### src/rtl/branch_pkg.sv
// -----------------------------------------------------------------------------
// branch_pkg
//   Shared types for the branch resolution unit: operand/PC widths, ROB and
//   branch-mask sizes, the branch kind enum, compare-function encodings, the
//   issue packet and result structs, and the ROB age helper.
//   No ports (package).
// -----------------------------------------------------------------------------
package branch_pkg;

   localparam int XLEN      = 32;
   localparam int ROB_SZ    = 32;
   localparam int ROB_IDX_W = $clog2(ROB_SZ);
   localparam int BMASK_W   = 4;

   typedef enum logic [1:0] {
      COND = 2'd0,
      JAL  = 2'd1,
      JALR = 2'd2
   } BR_KIND;

   localparam logic [2:0] F_EQ  = 3'b000;
   localparam logic [2:0] F_NE  = 3'b001;
   localparam logic [2:0] F_LT  = 3'b100;
   localparam logic [2:0] F_GE  = 3'b101;
   localparam logic [2:0] F_LTU = 3'b110;
   localparam logic [2:0] F_GEU = 3'b111;

   typedef struct packed {
      logic [XLEN-1:0]      rs1;
      logic [XLEN-1:0]      rs2;
      logic [2:0]           func;
      BR_KIND               kind;
      logic [XLEN-1:0]      pc;
      logic [XLEN-1:0]      imm;
      logic                 pred_taken;
      logic [XLEN-1:0]      pred_target;
      logic [ROB_IDX_W-1:0] rob_idx;
      logic [BMASK_W-1:0]   bmask;
   } BR_PKT;

   typedef struct packed {
      logic                 taken;
      logic [XLEN-1:0]      target;
      logic [XLEN-1:0]      link;
      logic                 mispredict;
      logic [ROB_IDX_W-1:0] rob_idx;
   } BR_RES;

   // Distance from the ROB head; ROB_SZ is a power of two so the natural
   // wrap of the subtraction is the modulo.
   function automatic logic [ROB_IDX_W-1:0] rob_age(
      input logic [ROB_IDX_W-1:0] idx,
      input logic [ROB_IDX_W-1:0] head
   );
      return idx - head;
   endfunction

endpackage

### src/rtl/branch_lane.sv
// -----------------------------------------------------------------------------
// branch_lane
//   One branch lane: S1 captures the issue packet, S1 logic resolves
//   direction/target/link/mispredict, S2 holds the result for the consumer.
//   Ports:
//     clock, reset_n      clock and async active-low reset
//     i_advance           whole pipe moves this cycle (no stall)
//     i_in_valid          packet on i_pkt is accepted this cycle
//     i_pkt               issue packet
//     i_squash_valid      squash request this cycle
//     i_squash_tag        one-hot branch tag being squashed
//     o_out_valid         S2 holds a live result (squash already applied)
//     o_res               S2 result
// -----------------------------------------------------------------------------
module branch_lane
   import branch_pkg::*;
(
   input  logic               clock,
   input  logic               reset_n,
   input  logic               i_advance,
   input  logic               i_in_valid,
   input  BR_PKT              i_pkt,
   input  logic               i_squash_valid,
   input  logic [BMASK_W-1:0] i_squash_tag,
   output logic               o_out_valid,
   output BR_RES              o_res
);

   logic               r_s1_vld;
   BR_PKT              r_s1_pkt;
   logic               r_s2_vld;
   BR_RES              r_s2_res;
   logic [BMASK_W-1:0] r_s2_bmask;

   logic            w_in_kill;
   logic            w_s1_kill;
   logic            w_s2_kill;
   logic            w_eq;
   logic            w_lt;
   logic            w_ltu;
   logic            w_cond;
   logic            w_taken;
   logic [XLEN-1:0] w_pc4;
   logic [XLEN-1:0] w_pc_imm;
   logic [XLEN-1:0] w_rs1_imm;
   BR_RES           w_res;

   assign w_in_kill = i_squash_valid & (|(i_pkt.bmask & i_squash_tag));
   assign w_s1_kill = i_squash_valid & (|(r_s1_pkt.bmask & i_squash_tag));
   assign w_s2_kill = i_squash_valid & (|(r_s2_bmask & i_squash_tag));

   assign w_eq      = (r_s1_pkt.rs1 == r_s1_pkt.rs2);
   assign w_lt      = ($signed(r_s1_pkt.rs1) < $signed(r_s1_pkt.rs2));
   assign w_ltu     = (r_s1_pkt.rs1 < r_s1_pkt.rs2);
   assign w_pc4     = r_s1_pkt.pc + XLEN'(4);
   assign w_pc_imm  = r_s1_pkt.pc + r_s1_pkt.imm;
   assign w_rs1_imm = r_s1_pkt.rs1 + r_s1_pkt.imm;

   always_comb begin
      w_cond = 1'b0;
      case (r_s1_pkt.func)
         F_EQ:    w_cond = w_eq;
         F_NE:    w_cond = ~w_eq;
         F_LT:    w_cond = w_lt;
         F_GE:    w_cond = ~w_lt;
         F_LTU:   w_cond = w_ltu;
         F_GEU:   w_cond = ~w_ltu;
         default: w_cond = 1'b0;   // reserved encodings resolve not-taken
      endcase
   end

   // Jumps are unconditional; only COND consults the compare result.
   assign w_taken = (r_s1_pkt.kind == COND) ? w_cond : 1'b1;

   always_comb begin
      w_res         = '0;
      w_res.taken   = w_taken;
      w_res.link    = w_pc4;
      w_res.rob_idx = r_s1_pkt.rob_idx;
      if (r_s1_pkt.kind == JALR)
         w_res.target = w_rs1_imm & ~XLEN'(1);
      else
         w_res.target = w_taken ? w_pc_imm : w_pc4;
      w_res.mispredict = (w_taken != r_s1_pkt.pred_taken) |
                         (w_taken & (w_res.target != r_s1_pkt.pred_target));
   end

   always_ff @(posedge clock or negedge reset_n) begin
      if (!reset_n) begin
         r_s1_vld   <= 1'b0;
         r_s1_pkt   <= '0;
         r_s2_vld   <= 1'b0;
         r_s2_res   <= '0;
         r_s2_bmask <= '0;
      end else if (i_advance) begin
         // S0 -> S1: capture issue packet
         r_s1_vld   <= i_in_valid & ~w_in_kill;
         r_s1_pkt   <= i_pkt;
         // S1 -> S2: capture resolved result
         r_s2_vld   <= r_s1_vld & ~w_s1_kill;
         r_s2_res   <= w_res;
         r_s2_bmask <= r_s1_pkt.bmask;
      end else begin
         // Stalled: contents hold, but squash still removes entries.
         r_s1_vld   <= r_s1_vld & ~w_s1_kill;
         r_s2_vld   <= r_s2_vld & ~w_s2_kill;
      end
   end

   assign o_out_valid = r_s2_vld & ~w_s2_kill;
   assign o_res       = r_s2_res;

endmodule

### src/rtl/branch_resolve_unit.sv
// -----------------------------------------------------------------------------
// branch_resolve_unit
//   Multi-lane 2-stage branch resolution. Lanes advance in lock-step; the top
//   generates the stall/ready handshake, fans the squash out to every lane and
//   picks the oldest mispredicting output lane relative to the ROB head.
//   Ports:
//     clock, reset_n   clock and async active-low reset
//     in_valid         per-lane issue valid
//     in_ready         unit accepts issue this cycle
//     in_pkt           per-lane issue packet
//     rob_head         current ROB head for the age compare
//     squash_valid     kill entries whose bmask hits squash_tag
//     squash_tag       one-hot branch tag being squashed
//     out_valid        per-lane result valid
//     out_ready        consumer accepts all lanes
//     out_res          per-lane result
//     mp_valid         some valid output lane mispredicts
//     mp_lane          oldest mispredicting lane
// -----------------------------------------------------------------------------
module branch_resolve_unit
   import branch_pkg::*;
#(
   parameter int NUM_LANES = 2,
   localparam int LANE_W = (NUM_LANES > 1) ? $clog2(NUM_LANES) : 1
)(
   input  logic                 clock,
   input  logic                 reset_n,
   input  logic [NUM_LANES-1:0] in_valid,
   output logic                 in_ready,
   input  BR_PKT [NUM_LANES-1:0] in_pkt,
   input  logic [ROB_IDX_W-1:0] rob_head,
   input  logic                 squash_valid,
   input  logic [BMASK_W-1:0]   squash_tag,
   output logic [NUM_LANES-1:0] out_valid,
   input  logic                 out_ready,
   output BR_RES [NUM_LANES-1:0] out_res,
   output logic                 mp_valid,
   output logic [LANE_W-1:0]    mp_lane
);

   logic [NUM_LANES-1:0] w_out_valid;
   BR_RES [NUM_LANES-1:0] w_res;
   logic                 w_stall;
   logic [ROB_IDX_W-1:0] w_age [NUM_LANES];
   logic                 w_mp_valid;
   logic [LANE_W-1:0]    w_mp_lane;
   logic [ROB_IDX_W-1:0] w_best_age;

   assign w_stall  = (|w_out_valid) & ~out_ready;
   assign in_ready = ~w_stall;

   for (genvar g = 0; g < NUM_LANES; g++) begin : g_lane
      branch_lane u_lane (
         .clock          (clock),
         .reset_n        (reset_n),
         .i_advance      (~w_stall),
         .i_in_valid     (in_valid[g] & ~w_stall),
         .i_pkt          (in_pkt[g]),
         .i_squash_valid (squash_valid),
         .i_squash_tag   (squash_tag),
         .o_out_valid    (w_out_valid[g]),
         .o_res          (w_res[g])
      );
      assign w_age[g] = rob_age(w_res[g].rob_idx, rob_head);
   end

   // Strict less-than keeps the lower lane on an (impossible) age tie.
   always_comb begin
      w_mp_valid = 1'b0;
      w_mp_lane  = '0;
      w_best_age = '1;
      for (int i = 0; i < NUM_LANES; i++) begin
         if (w_out_valid[i] && w_res[i].mispredict &&
             (!w_mp_valid || (w_age[i] < w_best_age))) begin
            w_mp_valid = 1'b1;
            w_mp_lane  = LANE_W'(i);
            w_best_age = w_age[i];
         end
      end
   end

   assign out_valid = w_out_valid;
   assign out_res   = w_res;
   assign mp_valid  = w_mp_valid;
   assign mp_lane   = w_mp_lane;

endmodule
### config.mk
export PLATFORM = sky130hd
export DESIGN_NAME = branch_resolve_unit
export DESIGN_NICKNAME = d
export VERILOG_FILES = /design/src/rtl/branch_pkg.sv /design/src/rtl/branch_lane.sv /design/src/rtl/branch_resolve_unit.sv
export SDC_FILE = /design/constraint.sdc
export NUM_CORES = 2
export LEC_CHECK = 0
export ABC_AREA = 1
export BUFFER_PORTS_ARGS = -buffer_cell sky130_fd_sc_hd__buf_4
export CORE_UTILIZATION = 30
export DETAILED_ROUTE_END_ITERATION = 16
export GPL_ROUTABILITY_DRIVEN = 1
export GPL_TIMING_DRIVEN = 0
export MAX_ROUTING_LAYER = met4
export SYNTH_ARGS = -nofsm -noshare
export SYNTH_HDL_FRONTEND = slang
export SYNTH_SLANG_ARGS = --single-unit
### constraint.sdc
create_clock -name clock -period 5.1 [get_ports clock]
set_input_delay 1.53 -clock clock [delete_from_list [all_inputs] [get_ports clock]]
set_output_delay 1.53 -clock clock [all_outputs]
set_load 0.03 [all_outputs]
# After elaboration in Yosys (flattened, before gate mapping)

Index checks and enable logic that the tools add are counted.

Bits in registers: 504
Logic and storage cells: 138

Add/subtract/negate cells: 8
Magnitude comparators: 5
Equality and inequality tests: 18
Muxes and demuxes: 16
Bitwise operators: 39
Reduce and logical (&&, ||, !) cells: 16

Operator list:

| kind                                          | number |
|---|---|
| adder 32 bit                                  | 4 |
| < comparator 32 bit                           | 4 |
| two-way mux 32 bit                            | 4 |
| adder 32 x 3 -> 32 bit, second input constant | 2 |
| == test 32 bit                                | 2 |
| != test 32 bit                                | 2 |
| bitwise AND 4 bit                             | 6 |
| == test 3 bit, second input constant          | 8 |
| OR reduction 4 bit                            | 6 |
| bitwise AND 1 bit                             | 17 |
| inverter 1 bit                                | 14 |
| case mux 1 bit (6 select lines)               | 2 |
| subtractor 5 bit                              | 2 |
| two-way mux 1 bit                             | 9 |
| == test 3 x 1 -> 1 bit, second input constant | 2 |
| zero test 3 bit                               | 2 |
| < comparator 5 bit                            | 1 |
| two-way mux 5 bit                             | 1 |
| == test 2 bit, second input constant          | 2 |
| zero test 2 bit                               | 2 |
| logical AND 1 bit                             | 3 |
| != test 1 bit                                 | 2 |
| bitwise OR 1 bit                              | 2 |
| OR reduction 2 bit                            | 1 |
| 2 further kinds                               | 2 |

# Depth between registers and ports, before layout

Depth in word-level cells: 11
Depth in mapped cells: 32
Gate-level depth less buffers: 31

# Hierarchy

A second synthesis with hierarchy kept.

Cell total of the unflattened synthesis: 4387
Area total of the unflattened synthesis: 31697.9 um^2

By module, submodules not included:

| module                         | times used | cells an instance | area each (um^2) |
|---|---|---|---|
| branch_lane (g_lane[0].u_lane) | 1          | 2151              | 15631.2 |
| branch_lane (g_lane[1].u_lane) | 1          | 2157              | 15583.7 |
| branch_resolve_unit            | 1          | 79                | 483.0 |

# Worst setup path before layout

OpenSTA, ideal clock, no wires.

Kind: input port to output port
From: input port rob_head[0]
To: output port mp_lane
Arrival: 3519 ps
Data required time: 3570 ps
Path slack: 51 ps
Stages on the path: 13
Path buffers: 0
Cells stage by stage: ha_1 -> fa_1 -> inv_1 -> nand3_1 -> nand2_1 -> xor2_1 -> nor2_1 -> ha_1 -> nand2_1 -> inv_1 -> nand4_1 -> o211ai_1 -> a21oi_1

Cells in the longest elaborated chain, start to end: 6
Elaborated cells on any way between the ends: 7

RTL lines:

| what                   | line                      | text |
|---|---|---|
| start: declaration     | branch_resolve_unit.sv:31 | `input logic [ROB_IDX_W-1:0] rob_head,` |
| subtractor 5 bit       | branch_pkg.sv:55          | `return idx - head;` |
| two-way mux 5 bit      | branch_resolve_unit.sv:73 | `if (w_out_valid[i] && w_res[i].mispredict &&` |
| < comparator 5 bit (*) | branch_resolve_unit.sv:74 | `(!w_mp_valid \|\| (w_age[i] < w_best_age))) begin` |
| logical OR 1 bit (*)   | branch_resolve_unit.sv:74 |  |
| logical AND 1 bit (*)  | branch_resolve_unit.sv:73 |  |
| two-way mux 1 bit (*)  | branch_resolve_unit.sv:73 |  |
| end: declaration       | branch_resolve_unit.sv:38 | `output logic [LANE_W-1:0] mp_lane` |

Mark *: on every way between the ends. The rest lies on a longest branch, timed or not.

# Worst setup path in the final report

Same ends and word-level chain as after synthesis.

==> results.json <==
{
  "required_ps": 3570,
  "place_ws_ps": -2090,
  "rows": 118,
  "final_nets": 5545,
  "cts_buffers": 61,
  "wl_per_cell_um": 24.2,
  "rsz0062_at_grt": "true",
  "synthesis.nets": 4962,
  "ys_ff_latch": 504,
  "htreeDepth": 2,
  "num_vias": 32732,
  "initial_core_util": 0.305,
  "ys_warn_count": 0,
  "chipHeight_um": 327,
  "hold_class": "reg2reg",
  "areaGrowthSynthToFinish_pct": 25.1,
  "start_kind": "input port",
  "drc": 0,
  "drt-total-wl_um": 155000,
  "critical-path-max-stage-delay_ps": 330,
  "cts_buffer_depth": 3,
  "final_cell_mix": "nand2_1 (1608), buf_4 (519), dfrtp_1 (504)",
  "synth.distinct_cells": 53,
  "vias_per_cell": 5.11,
  "die_w_um": 327,
  "fin_crit_sh": 0.978,
  "design_area_um2": 39700,
  "clock_latency_ps": 680,
  "root_buffer": "clkbuf_16",
  "ys_seq_area_frac": 0.398,
  "ys.flop_type": "dfrtp_1",
  "die_area_um2": 107000,
  "critPathSlowestCell": "fa_2",
  "r2r-end": "g_lane[1].u_lane.o_res[5]$_DFFE_PN0N_",
  "synthCells": 4391,
  "grt_start_max_net_pins": 118,
  "worst_ir_drop_vdd_mv": 0.354,
  "antenna_found_initial": 10,
  "path_common_cell": "buf_4",
  "final_common_cell": "nand2_1",
  "grt_first_pass_wirelength_um": 221000,
  "finalNonFillerCells": 6407,
  "track_usage": 0.294,
  "critical_path_class": "in2out",
  "synthArstFlopShare": 1.00,
  "crit_fanout": 3,
  "dpl_cell_area_um2": 37400,
  "r2r_start": "g_lane[1].u_lane.r_s1_pkt[174]$_DFFE_PN0N_",
  "power.density_nw_per_um2": 660,
  "drtAntennaViolNets": 0,
  "setup_ws_ps": 113,
  "drv_cap": 0,
  "p_total_uw": 26200,
  "core-area_um2": 104000,
  "drtIter0Drc": 3059,
  "crit_path_end": "mp_lane",
  "rr_worst_depth": 21,
  "syn-mean-instance-area_um2": 7.22,
  "drt-pass1-iter-count": 7,
  "cts_tree": "built",
  "clock-sinks": 504,
  "n_fill_cell": 11105,
  "timing.fmax_mhz": 201,
  "crit_path_end_kind": "primary output",
  "worstPathArrival_ps": 3460,
  "clock_skew_ps": 28.6,
  "routabilityCongestion": 1.03,
  "synth-edff-count": 0,
  "first_global_vias": 31840,
  "dp_cells": 6288,
  "crit_chain": "buf_4, ha_4, fa_2, inv_2, nand3_2, nand2_2, xor2_1, nor2_1, ha_1, nand2_1, inv_1, nand4_1, o211ai_1, a21oi_1, buf_4",
  "r2r_slack_ps": 390,
  "portBuffers": 511,
  "timing_hold_violations_final": 0,
  "drive_gt1_frac": 0.140,
  "status": "finished clean",
  "place_hpwl_um": 129000,
  "overflow": 0,
  "io_pins": 512,
  "clk_pin_slew_ps": 60,
  "drv_slew": 0,
  "worst_slew_pin_slew_ps": 1450,
  "max_slew_margin": 0.0325,
  "leakage_uw": 0.0203,
  "period_minus_slack_ps": 4990,
  "synthesis.area_um2": 31700,
  "postLayoutCoreUtil": 0.381,
  "finalSetupViolCount": 0,
  "crit_path_start": "rob_head[0]"
}
metrics by stage:
stage | hold slack (ps) | setup TNS, ps
finish | 476 | 0
global route | 500 | -11.9
CTS | 474 | 0
detailed placement | 458 | -105710
global placement | 452 | -1754070
floorplan | 442 | 0
cells by family after synthesis:
logic type / after synthesis / share of synthesized area
AND/OR/NAND/NOR: 2255 / 0.291
AO/OA/AOI/OAI: 731 / 0.124
buffers and inverters: 563 / 0.0684
flip-flops: 504 / 0.398
adder cells (fa/ha/maj): 206 / 0.0827
XOR/XNOR: 132 / 0.0365
layer usage:
metal,global-route usage,part of all wire
met5,-,0
met4,0.111,0.041
met3,0.0418,0.068
met2,0.475,0.47
met1,0.372,0.42
flip-flops by register name (all words and copies together), names as in the netlist:
signal,flops
g_lane.u_lane.r_s1_pkt,350
g_lane.u_lane.r_s2_bmask,8
g_lane.u_lane.o_res,142
g_lane.u_lane.r_s1_vld,2
g_lane.u_lane.r_s2_vld,2
synthesized netlist by cell type (6+ instances only):
library cell | instances | area [µm²]
nand2_1 | 1610 | 6040
dfrtp_1 | 504 | 12600
inv_1 | 418 | 1570
o21ai_0 | 412 | 2060
nand3_1 | 243 | 1220
nor2_1 | 235 | 882
a21oi_1 | 200 | 1000
ha_1 | 200 | 2500
clkbuf_1 | 116 | 435
xor2_1 | 91 | 797
nand4_1 | 46 | 288
xnor2_1 | 41 | 359
nor3_1 | 38 | 190
a31oi_1 | 30 | 188
nor4_1 | 21 | 131
nand3b_1 | 15 | 113
or2_2 | 15 | 93.8
a21o_1 | 14 | 105
o21a_1 | 13 | 97.6
o211ai_1 | 10 | 75.1
o221ai_1 | 10 | 87.6
buf_2 | 9 | 45.0
o21ai_1 | 9 | 45.0
buf_1 | 8 | 30.0
o21bai_1 | 8 | 60.1
nor2_2 | 7 | 43.8
fa_1 | 6 | 120
power by group:
part / switching, µW / internal, µW / total, µW
registers: 1540 / 5340 / 6870
logic: 10100 / 4490 / 14600
clock network: 1940 / 2750 / 4690
total: 13600 / 12600 / 26200
critical path: cells and delay by family:
kind            cells  cell delay, ps
simple gates        5             320
compound gates      2             230
fa+ha+maj           3             790
xor+xnor            1             160
buf+inv             4             420
area by class of cell:
class | count | area (µm²) | area share
multi-input combinational | 3324 | 17000 | 0.428
sequential | 504 | 12600 | 0.318
timing repair buffer | 522 | 4030 | 0.102
tap | 1380 | 1730 | 0.0435
clock buffer | 79 | 1730 | 0.0435
inverter | 422 | 1590 | 0.0400
buffer | 139 | 593 | 0.0150
clock inverter | 32 | 404 | 0.0102
antenna | 5 | 12.5 | 0.000315
timing repair:
action,4_1_cts,5_1_grt
pin swaps,1,7
hold buffers,0,0
setup buffers,1,4
hold endpoints to repair,0,0
setup endpoints to repair,26,2
resized for setup,13,6
worst min-delay path by stage:
stage,from,end,slack [ps],cells past startpoint
floorplan,g_lane[0].u_lane.r_s1_pkt[6]$_DFFE_PN0N_,g_lane[0].u_lane.o_res[2]$_DFFE_PN0N_,440,2
global placement,g_lane[1].u_lane.r_s1_pkt[8]$_DFFE_PN0N_,g_lane[1].u_lane.o_res[4]$_DFFE_PN0N_,450,2
detailed placement,g_lane[0].u_lane.r_s1_pkt[8]$_DFFE_PN0N_,g_lane[0].u_lane.o_res[4]$_DFFE_PN0N_,460,2
CTS,g_lane[0].u_lane.r_s1_pkt[8]$_DFFE_PN0N_,g_lane[0].u_lane.o_res[4]$_DFFE_PN0N_,470,2
global route,g_lane[0].u_lane.r_s1_pkt[6]$_DFFE_PN0N_,g_lane[0].u_lane.o_res[2]$_DFFE_PN0N_,500,2
finish,g_lane[1].u_lane.r_s1_pkt[5]$_DFFE_PN0N_,g_lane[1].u_lane.o_res[1]$_DFFE_PN0N_,480,2
Power figures use the tool's default switching activity.
